[src/rtl/fetch_unit.sv]
// Instruction fetch unit: owns the PC and IR and runs the single outstanding
// instruction-memory read, with a watchdog that parks the FSM in FAULT.
module fetch_unit #(
  parameter int               WIDTH    = 32,
  parameter logic [WIDTH-1:0] RESET_PC = 32'h0000_0000,
  parameter int               TIMEOUT  = 15
) (
  input  logic             clk,
  input  logic             rst,
  input  logic             ir_wren,
  input  logic             pc_inc,
  input  logic             pc_load,
  input  logic [WIDTH-1:0] pc_load_addr,
  output logic             imem_req,
  output logic [WIDTH-1:0] imem_addr,
  input  logic [WIDTH-1:0] imem_rdata,
  input  logic             imem_valid,
  output logic [WIDTH-1:0] pc,
  output logic [WIDTH-1:0] ir,
  output logic [6:0]       opcode,
  output logic             fetch_busy,
  output logic             fetch_done,
  output logic             fault
);

  localparam int CW = (TIMEOUT < 2) ? 1 : $clog2(TIMEOUT + 1);
  localparam logic [WIDTH-1:0] NOP_INSN = WIDTH'(32'h0000_0013);
  localparam logic [WIDTH-1:0] PC_STEP  = WIDTH'(4);
  localparam logic [WIDTH-1:0] PC_INIT  = {RESET_PC[WIDTH-1:2], 2'b00};

  typedef enum logic [1:0] {IDLE, BUSY, FAULT} state_t;

  state_t           state_reg, state_next;
  logic [WIDTH-1:0] pc_reg, pc_next;
  logic [WIDTH-1:0] ir_reg, ir_next;
  logic [WIDTH-1:0] fetch_addr_reg, fetch_addr_next;
  logic             inc_pending_reg, inc_pending_next;
  logic [CW-1:0]    timeout_cnt_reg, timeout_cnt_next;
  logic             fetch_done_reg, fetch_done_next;
  logic [WIDTH-1:0] pc_plus4;
  logic             addr_lsb_unused;

  assign addr_lsb_unused = ^pc_load_addr[1:0];

  always_ff @(posedge clk or posedge rst) begin
    if (rst) begin
      state_reg       <= IDLE;
      pc_reg          <= PC_INIT;
      ir_reg          <= NOP_INSN;
      fetch_addr_reg  <= '0;
      inc_pending_reg <= 1'b0;
      timeout_cnt_reg <= '0;
      fetch_done_reg  <= 1'b0;
    end else begin
      state_reg       <= state_next;
      pc_reg          <= pc_next;
      ir_reg          <= ir_next;
      fetch_addr_reg  <= fetch_addr_next;
      inc_pending_reg <= inc_pending_next;
      timeout_cnt_reg <= timeout_cnt_next;
      fetch_done_reg  <= fetch_done_next;
    end
  end

  always_comb begin
    state_next       = state_reg;
    pc_next          = pc_reg;
    ir_next          = ir_reg;
    fetch_addr_next  = fetch_addr_reg;
    inc_pending_next = inc_pending_reg;
    timeout_cnt_next = timeout_cnt_reg;
    fetch_done_next  = 1'b0;
    pc_plus4         = pc_reg + PC_STEP;

    case (state_reg)
      IDLE: begin
        if (ir_wren) begin
          // The increment is deferred until the instruction is captured.
          fetch_addr_next  = pc_reg;
          inc_pending_next = pc_inc;
          timeout_cnt_next = '0;
          state_next       = BUSY;
        end else if (pc_inc) begin
          pc_next = pc_plus4;
        end
      end
      BUSY: begin
        if (imem_valid) begin
          ir_next          = imem_rdata;
          if (inc_pending_reg) pc_next = pc_plus4;
          inc_pending_next = 1'b0;
          fetch_done_next  = 1'b1;
          state_next       = IDLE;
        end else begin
          timeout_cnt_next = timeout_cnt_reg + 1'b1;
          if (timeout_cnt_next == CW'(TIMEOUT)) state_next = FAULT;
        end
      end
      FAULT: begin
        if (pc_load) state_next = IDLE;
      end
      default: state_next = IDLE;
    endcase

    // A jump overrides any increment and cancels a deferred one, but the
    // in-flight fetch still completes from its original address.
    if (pc_load) begin
      pc_next          = {pc_load_addr[WIDTH-1:2], 2'b00};
      inc_pending_next = 1'b0;
    end
  end

  assign imem_req   = (state_reg == BUSY);
  assign fetch_busy = (state_reg == BUSY);
  assign fault      = (state_reg == FAULT);
  assign imem_addr  = fetch_addr_reg;
  assign pc         = pc_reg;
  assign ir         = ir_reg;
  assign opcode     = ir_reg[6:0];
  assign fetch_done = fetch_done_reg;

endmodule

[config.mk]
export PLATFORM = sky130hd
export DESIGN_NAME = fetch_unit
export DESIGN_NICKNAME = d
export VERILOG_FILES = /design/src/rtl/fetch_unit.sv
export SDC_FILE = /design/constraint.sdc
export NUM_CORES = 1
export LEC_CHECK = 0
export BUFFER_PORTS_ARGS = -buffer_cell sky130_fd_sc_hd__buf_4
export CAP_MARGIN = 20
export CORE_MARGIN = 3
export CORE_UTILIZATION = 35
export DETAILED_ROUTE_END_ITERATION = 10
export GPL_ROUTABILITY_DRIVEN = 0
export SYNTH_ARGS = -nofsm -noshare
export SYNTH_HDL_FRONTEND = slang
export SYNTH_SLANG_ARGS = --single-unit
[constraint.sdc]
create_clock -name clk -period 5.15 [get_ports clk]
set_clock_uncertainty 0.15 [all_clocks]
set_input_delay 0.515 -clock clk [delete_from_list [all_inputs] [get_ports clk]]
set_output_delay 0.515 -clock clk [all_outputs]
set_load 0.01 [all_outputs]
==> flow_results.org, run 1 <==
** Pwr
- Maximum VDD drop :: 143 uV
- Leakage :: 3.12 nW
- For this design the ratio of total power to cell area is 365 mW/mm2.

** Synthesis
- Counting flops with an async set or reset pin after synthesis yields a share of 100%.
- Cell types with the largest area share after synthesis :: dfrtp_1 52%, nand2_1 17%, o21ai_0 2.7%
- The synthesized design devotes to its leading area cell type 51.9% of total area.
- Number of instances in the synthesized netlist :: 530
- Top cells by instance count after synthesis :: 207 x nand2_1, 97 x dfrtp_1, 25 x o21ai_0
- Post-synthesis instance area :: 0.00467 mm2
- Among all flip-flop cells after synthesis, the most frequent one is dfrtp_1.
- Each instance of the synthesized netlist takes up on average 8.82 um2.
- The most common cell in the synthesized netlist is nand2_1.
- dfrtp_1 takes more of the synthesized area than any other cell.
- The synthesized design contains 0 enable-type register cells.
- Number of different library cells in the post-synthesis netlist :: 46
- Sequential elements use 53.6% of the synthesized area.
- Flop and latch count out of synthesis :: 100
- For this run, the number of Yosys warnings is 0.

** Floorplanning
- Measured along the y axis, the die boundary spans 122 um.
- Effective utilization at floorplan :: 36.4%
- Width of the die :: 122 um
- The floorplan step defined a die boundary enclosing 0.0148 mm2.
- Number of rows in the core area :: 41
- Number of top-level design ports :: 177
- Core outline area :: 0.0128 mm2

** Finish
- Number of flip-flops in the largest register :: 32
- Share of post-route cells with drive strength above 1 :: 28.5%
- The final layout contains 752 nets.
- Fill cells in the final layout number 1270.
- Post-route design area :: 0.00629 mm2
- Relative to the synthesized area, the layout overhead comes to 34.6%.
- The sequential cells in the finished layout cover a total of 0.00251 mm2.
- Combined area of the multi-input logic cells :: 0.00195 mm2
- 0 antenna diodes ended up in the layout.

** Global route
- Number of global-route vias before repair :: 4026
- Final global-route overflow total :: 0
- Largest net degree at the start of global routing :: 67
- Overall routing resource usage :: 17.1%
- The number of antenna violations at the first check in global routing was 0.
- First-pass GRT wire length :: 20.3 mm

** Setup path
- Of all nets on the critical path, the largest fanout is 33.
- Data on the critical path arrives at its endpoint at 3.00 ns.
- STA puts the critical path data required time at 5.24 ns.
- Startpoint type of the worst setup path :: flip-flop
- STA classifies the critical path endpoint as a flip-flop.
- By startpoint and endpoint, the worst setup path is classified as reg -> reg.

** Clock network
- The later pin in the worst-skew pair is clocked with a latency of 0.33 ns.
- Hold buffer count at cts :: 0
- Counting along the longest clock path gives a buffer depth of 2.
- CTS clock-pin slew for the worst setup and hold paths :: 0.06 ns
- After clock tree synthesis, the setup repair step added 0 buffers.
- Sink count of the clock tree :: 100
- Counting the buffers created by CTS gives 9.
- TritonCTS built the clock tree.
- Total number of H-tree levels :: 3
- Clk root buf :: clkbuf_16
- Post-CTS sizing :: 0

** Timing
- In the finished design, the share of the clock period the worst path needs comes to 56.6%.
- Highest clock frequency the design can meet :: 343 MHz
- The worst path in the final design needs a cycle of 2.92 ns, including I/O delays and setup.
- Measured against its own limit, the worst slew margin works out to 32.4%.
- For the pin with the worst max-slew slack, the measured transition is 1.01 ns.
- For the final routed database, the setup TNS stands at 0 ns.
- Setup repair after global routing left no endpoint under its margin.
- Final setup vio count :: 0
- Final Hold Fails :: 0
- The max-slew violation count was 0.

** Worst hold path
- Hold WC Path Type :: in -> async

** Routing
- Vias per cell :: 4.86
- The routed layout has 4161 vias.
- The first routing iteration left 194 violations.
- In the final routed layout, each cell accounts on average for 14.8 um.
- DRC viols :: 0
- Antenna-violating nets left :: 0
- Final WL :: 12.7 mm
- Number of detailed-routing iterations run before antenna repair :: 4

** Run
- Max-cap violations in this run came to 0.

** Placement
- The placed instances occupy a cell area of 0.00601 mm2.
- Number of buffers inserted by port buffering :: 170
- After legalization and detailed placement, the total HPWL measured 8.99 mm.

** Status
- The flow ran to the end, and the final reports show no timing, DRC or antenna violations.
==> per-layer routing <==
metal  vias up  GRT usage [%]  routed length, um
met1      1916           22.6               5770
met5         -              0                  0
met4         0           5.39                213
met3        16           5.43               1090
met2       146           27.1               5630
li1       2083              -                  -
==> metrics by stage <==
step	setup slack, ns	instances	hold slack (ns)	power, mW	utilization [%]
floorplan	1.87	533	0.321	1.34	-
detailed placement	2.17	840	0.313	1.68	46.8
CTS	2.25	856	0.204	2.34	49.1
finish	2.23	856	0.204	2.30	49.1
global placement	2.22	840	0.307	1.66	46.8
global route	2.08	856	0.210	2.45	49.1
==> layout make-up <==
type / instances / area share, %
well taps: 172 / 3.42
clock inverters: 2 / 0.159
flip-flops and latches: 100 / 39.8
repair buffers: 173 / 20.6
inverters: 9 / 0.577
clock buffers: 14 / 4.35
multi-input cells: 386 / 31.0
==> report_power, final <==
part | internal (mW) | switching (mW) | leakage [nW]
Combinational | 0.300 | 0.305 | 1.76
Clock | 0.366 | 0.278 | 0.143
Sequential | 0.933 | 0.116 | 1.22
==> kinds of logic after synthesis <==
| family | Yosys count | share of synthesized area, % |
|---|---|---|
| AOI/OAI and AO/OA | 74 | 10.5 |
| adders and majority gates | 3 | 0.803 |
| other | 1 | 0.0802 |
| and+or+nand+nor | 293 | 27.8 |
| DFF | 100 | 53.6 |
| buffers and inverters | 47 | 4.95 |
| xor gates and xnor gates | 11 | 2.06 |
| muxes | 1 | 0.214 |
==> worst max-delay path, stage by stage (launching register included) <==
cell and delay, ns:
dfrtp_1 0.47, or4b_1 0.72, a211o_1 0.66, or4_1 0.62, a31oi_1 0.18
==> layout by cell type (no fill, tap or decap), types with 4 or more instances in the layout <==
| cell | n |
|---|---|
| buf_4 | 173 |
| a31oi_1 | 16 |
| xnor2_1 | 7 |
| inv_1 | 7 |
| or4_1 | 12 |
| nor2_1 | 22 |
| or3_1 | 4 |
| conb_1 | 4 |
| xor2_1 | 4 |
| and4_1 | 6 |
| nor2b_1 | 4 |
| clkbuf_16 | 9 |
| dfrtp_1 | 97 |
| o31ai_1 | 12 |
| nand4_1 | 10 |
| nand3_1 | 12 |
| o21ai_0 | 25 |
| nand2_1 | 207 |
==> final timing paths <==
path | startpoint | end | slack (ns) | cells after the start
setup / recovery | state_reg[0] | pc[20] | 2.23 | 4
hold / removal | rst | imem_addr[4] | 0.20 | 2
setup reg to reg | state_reg[0] | pc[20] | 2.23 | 4
hold reg to reg | ir[1] | ir[1] | 0.32 | 2
max in group asynchronous | rst | timeout_cnt_reg[0] | 3.67 | 3
min in group clk | imem_rdata[25] | ir[25] | 0.22 | 3
No activity file was read; power rests on OpenSTA's default activity.
==> run 2, diff against run 1 <==
==> constraint.sdc (replaced) <==
create_clock -name clk -period 2.9 [get_ports clk]
set_clock_uncertainty 0.15 [all_clocks]
set_input_delay 0.29 -clock clk [delete_from_list [all_inputs] [get_ports clk]]
set_output_delay 0.29 -clock clk [all_outputs]
set_load 0.01 [all_outputs]
==> run 2 against run 1 <==
Effect of this change: worst hold slack got worse by 0.19 ns; count of clock-buffer cells in the layout unchanged; first-iteration DRC count shrank 5.7%; routed wire length increased by 7.8%; utilization grew 3.6 points; sequential power increased by 78%; worst setup slack got worse by 2.0 ns; power rose by 83%; sequential cell count did not move; cell area up 7.4%; sequential share of layout area is 2.8 points lower; critical path type unchanged; critical endpoint is now pc[27]; largest power group unchanged; highest routed layer unchanged.
==> flow_results.org, run 2 (synthesized netlist as in run 1, its figures left out) <==
** Timing
- Final period utilization :: 91.2% (+35 points)
- Hold_ws :: 0.0121 ns (-0.192 ns)
- The post-route minimum period is 2.64 ns (-0.272 ns).
- Setup repair after global routing left no endpoint under its margin.
- The summed negative setup slack over all endpoints is 0 ns (unchanged).
- The total setup violations reported at the end of the flow came to 0 (unchanged).
- The number of hold violations in the final report came to 0 (unchanged).
- The transition time at the pin with the least slew margin was 0.724 ns (-0.286 ns).
- The worst max-slew margin expressed relative to the limit came to 51.0% (+19 points).
- Highest clock frequency the design can meet :: 378 MHz (+10%)
- Pins over their slew limit :: 0 (unchanged)

** Setup path
- Among all stages on the critical path, the largest delay is contributed by or4b_1.
- STA classifies the critical path startpoint as a flip-flop.
- The arrival time of the worst setup path came to 2.76 ns (-0.24 ns).
- The worst setup path is captured at a flip-flop.
- The critical path in this run is classified as reg -> reg.
- Worst path max stage delay :: 0.68 ns (-0.04 ns)
- Start of the worst register-to-register path :: state_reg[1]
- In this design, the largest share of critical-path delay is due to simple AND/OR/NAND/NOR gates.
- The worst reg-to-reg path cell count is 5 (+1).
- Worst Path Max Fanout :: 33 (unchanged)
- Cells along the critical path :: or4b_1 > a211o_1 > buf_4 > or4_1 > a31oi_1
- Endpoint required time on the critical path :: 3.02 ns (-2.22 ns)
- The setup slack of the most critical reg-to-reg path is 0.26 ns (-1.98 ns).
- Reg2Reg Capture Point :: pc[27]
- Number of buffers and inverters on the critical path :: 1 (+1)

** Finish
- Filler cell count :: 1208 (-4.9%)
- The non-filler instance count after layout came to 901 (+5.3%).
- The final-stage net count was 797 (+6.0%).
- Most frequent standard cell in the layout excluding fill and tap cells :: nand2_1
- The share of final-layout standard cells stronger than drive strength 1 was 27.6% (-0.94 points).
- The number of flip-flops under the largest register name came to 32 (unchanged).
- In the layout the commonest cells are 207 x nand2_1, 177 x buf_4, 97 x dfrtp_1, 40 x dlygate4sd3_1, 25 x o21ai_0.
- Relative to the synthesized area, the layout overhead comes to 44.7%.
- The number of antenna diodes came to 0 (unchanged).

** Placement
- The count of placed standard cells including taps is 845 (+0.60%).
- The number of port buffers came to 170 (unchanged).
- Hpwl dp :: 9.22 mm (+2.5%)

** Clock network
- The H-tree depth reported by CTS is 3 (unchanged).
- Buffers from clock root to sink, at most :: 2 (unchanged)
- Clk root buf :: clkbuf_16
- The number of clock sinks was 100 (unchanged).
- CTS clock-pin slew for the worst setup and hold paths :: 0.07 ns (about the same)
- The clock buffer count from CTS was 9 (unchanged).
- Clk Latency, worst-skew pair :: 0.35 ns (+0.02 ns)
- TritonCTS built the clock tree.
- The post-CTS setup repair buffer count came to 0 (unchanged).

** Routing
- Count of vias placed by the detailed router :: 4439 (+6.7%)
- Final WL :: 13.7 mm (+7.8%)
- The post-detailed-route DRC marker count was 0 (unchanged).
- Iteration-0 DRC count of the detailed router :: 183 (-5.7%)
- The via-per-instance ratio is 4.93 (+1.4%).
- Per-cell routed wire length :: 15.2 um (+2.5%)
- The first-pass iteration count of the detailed router was 4 (unchanged).
- Antenna-violating nets left :: 0 (unchanged)

** Global route
- First-pass GRT wire length :: 21.7 mm (+6.6%)
- The number of global-route vias before repair was 4333 (+7.6%).
- Largest net degree at the start of global routing :: 101 (+51%)
- Antenna violations before repair :: 0 (unchanged)
- Overall routing resource usage :: 18.4% (+1.3 points)
- Final global-route overflow total :: 0 (unchanged)

** Worst hold path
- Worst Hold Launch :: imem_rdata[4]
- Hold path depth :: 3
- Hold path endpoint :: ir[4]
- Hold WC Path Type :: in -> reg

** Pwr
- Maximum VDD drop :: 277 uV (+93%)
- The overall power came to 4.22 mW (+83%).
- Leakage :: 3.31 nW (+6.2%)
- Power per Cell Area :: 624 mW/mm2 (+71%)

** Floorplanning
- The area of the core was 0.0128 mm2 (unchanged).
- The horizontal die dimension came to 122 um (unchanged).
- The top-level port count was 177 (unchanged).
- The height of the die came to 122 um (unchanged).
- The area enclosed by the die boundary was 0.0148 mm2 (unchanged).
- Number of rows in the core area :: 41 (unchanged)
- The starting density of the core came to 36.4% (unchanged).

** Run
- The number of max-cap violations is 0 (unchanged).

** Status
- The run finished with clean final reports.
[run 2: what timing repair did]
action,in CTS,in global routing
hold buffers,40,0
resized for setup,0,0
endpoints found under the hold margin,136,0
[run 2: final cells by class]
class / count / area [um2] / share of cell area, %
Clock buffer: 14 / 284 / 4.20
Clock inverter: 2 / 16.3 / 0.241
Inverter: 9 / 37.5 / 0.555
Multi-Input combinational cell: 386 / 1950 / 28.9
Sequential cell: 100 / 2510 / 37.1
Tap cell: 172 / 215 / 3.18
Timing Repair Buffer: 218 / 1750 / 25.9
[run 2: tightest hold or removal path, stage by stage]
cell	delay [ns]
buf_4	0.08
nand2_1	0.05
nand2_1	0.06
[run 2: power breakdown]
part / switching, mW / total [mW] / internal (mW)
combinational: 0.563 / 1.14 / 0.577
clock: 0.529 / 1.21 / 0.679
sequential: 0.212 / 1.87 / 1.66
[run 2: metal layers]
metal  track usage (%)  up-vias  part of all wire, %
met3              4.55       17                  7.8
met4              6.93        0                  1.6
li1                  -     2172                    -
met5                 0        -                    0
met2              30.6      144                   46
met1              23.4     2106                   44
[run 2: worst max-delay path by stage]
stage	slack [ns]	to	cells after the start	from
after global placement	0.35	pc[20]	5	state_reg[1]
after detailed placement	0.28	pc[27]	5	state_reg[1]
final	0.26	pc[27]	5	state_reg[1]
after floorplan	0.44	pc[17]	7	state_reg[0]
after global routing	0.17	pc[28]	5	state_reg[1]
after CTS	0.25	pc[27]	5	state_reg[1]
[run 2: metrics by stage]
step                      setup slack (ns)  utilization, %  cell area [um2]
after floorplan                      0.438               -             4690
after global placement               0.346            47.2             6060
after detailed placement             0.278            47.2             6060
after CTS                            0.254            52.7             6760
after global routing                 0.169            52.7             6760
final                                0.256            52.7             6760
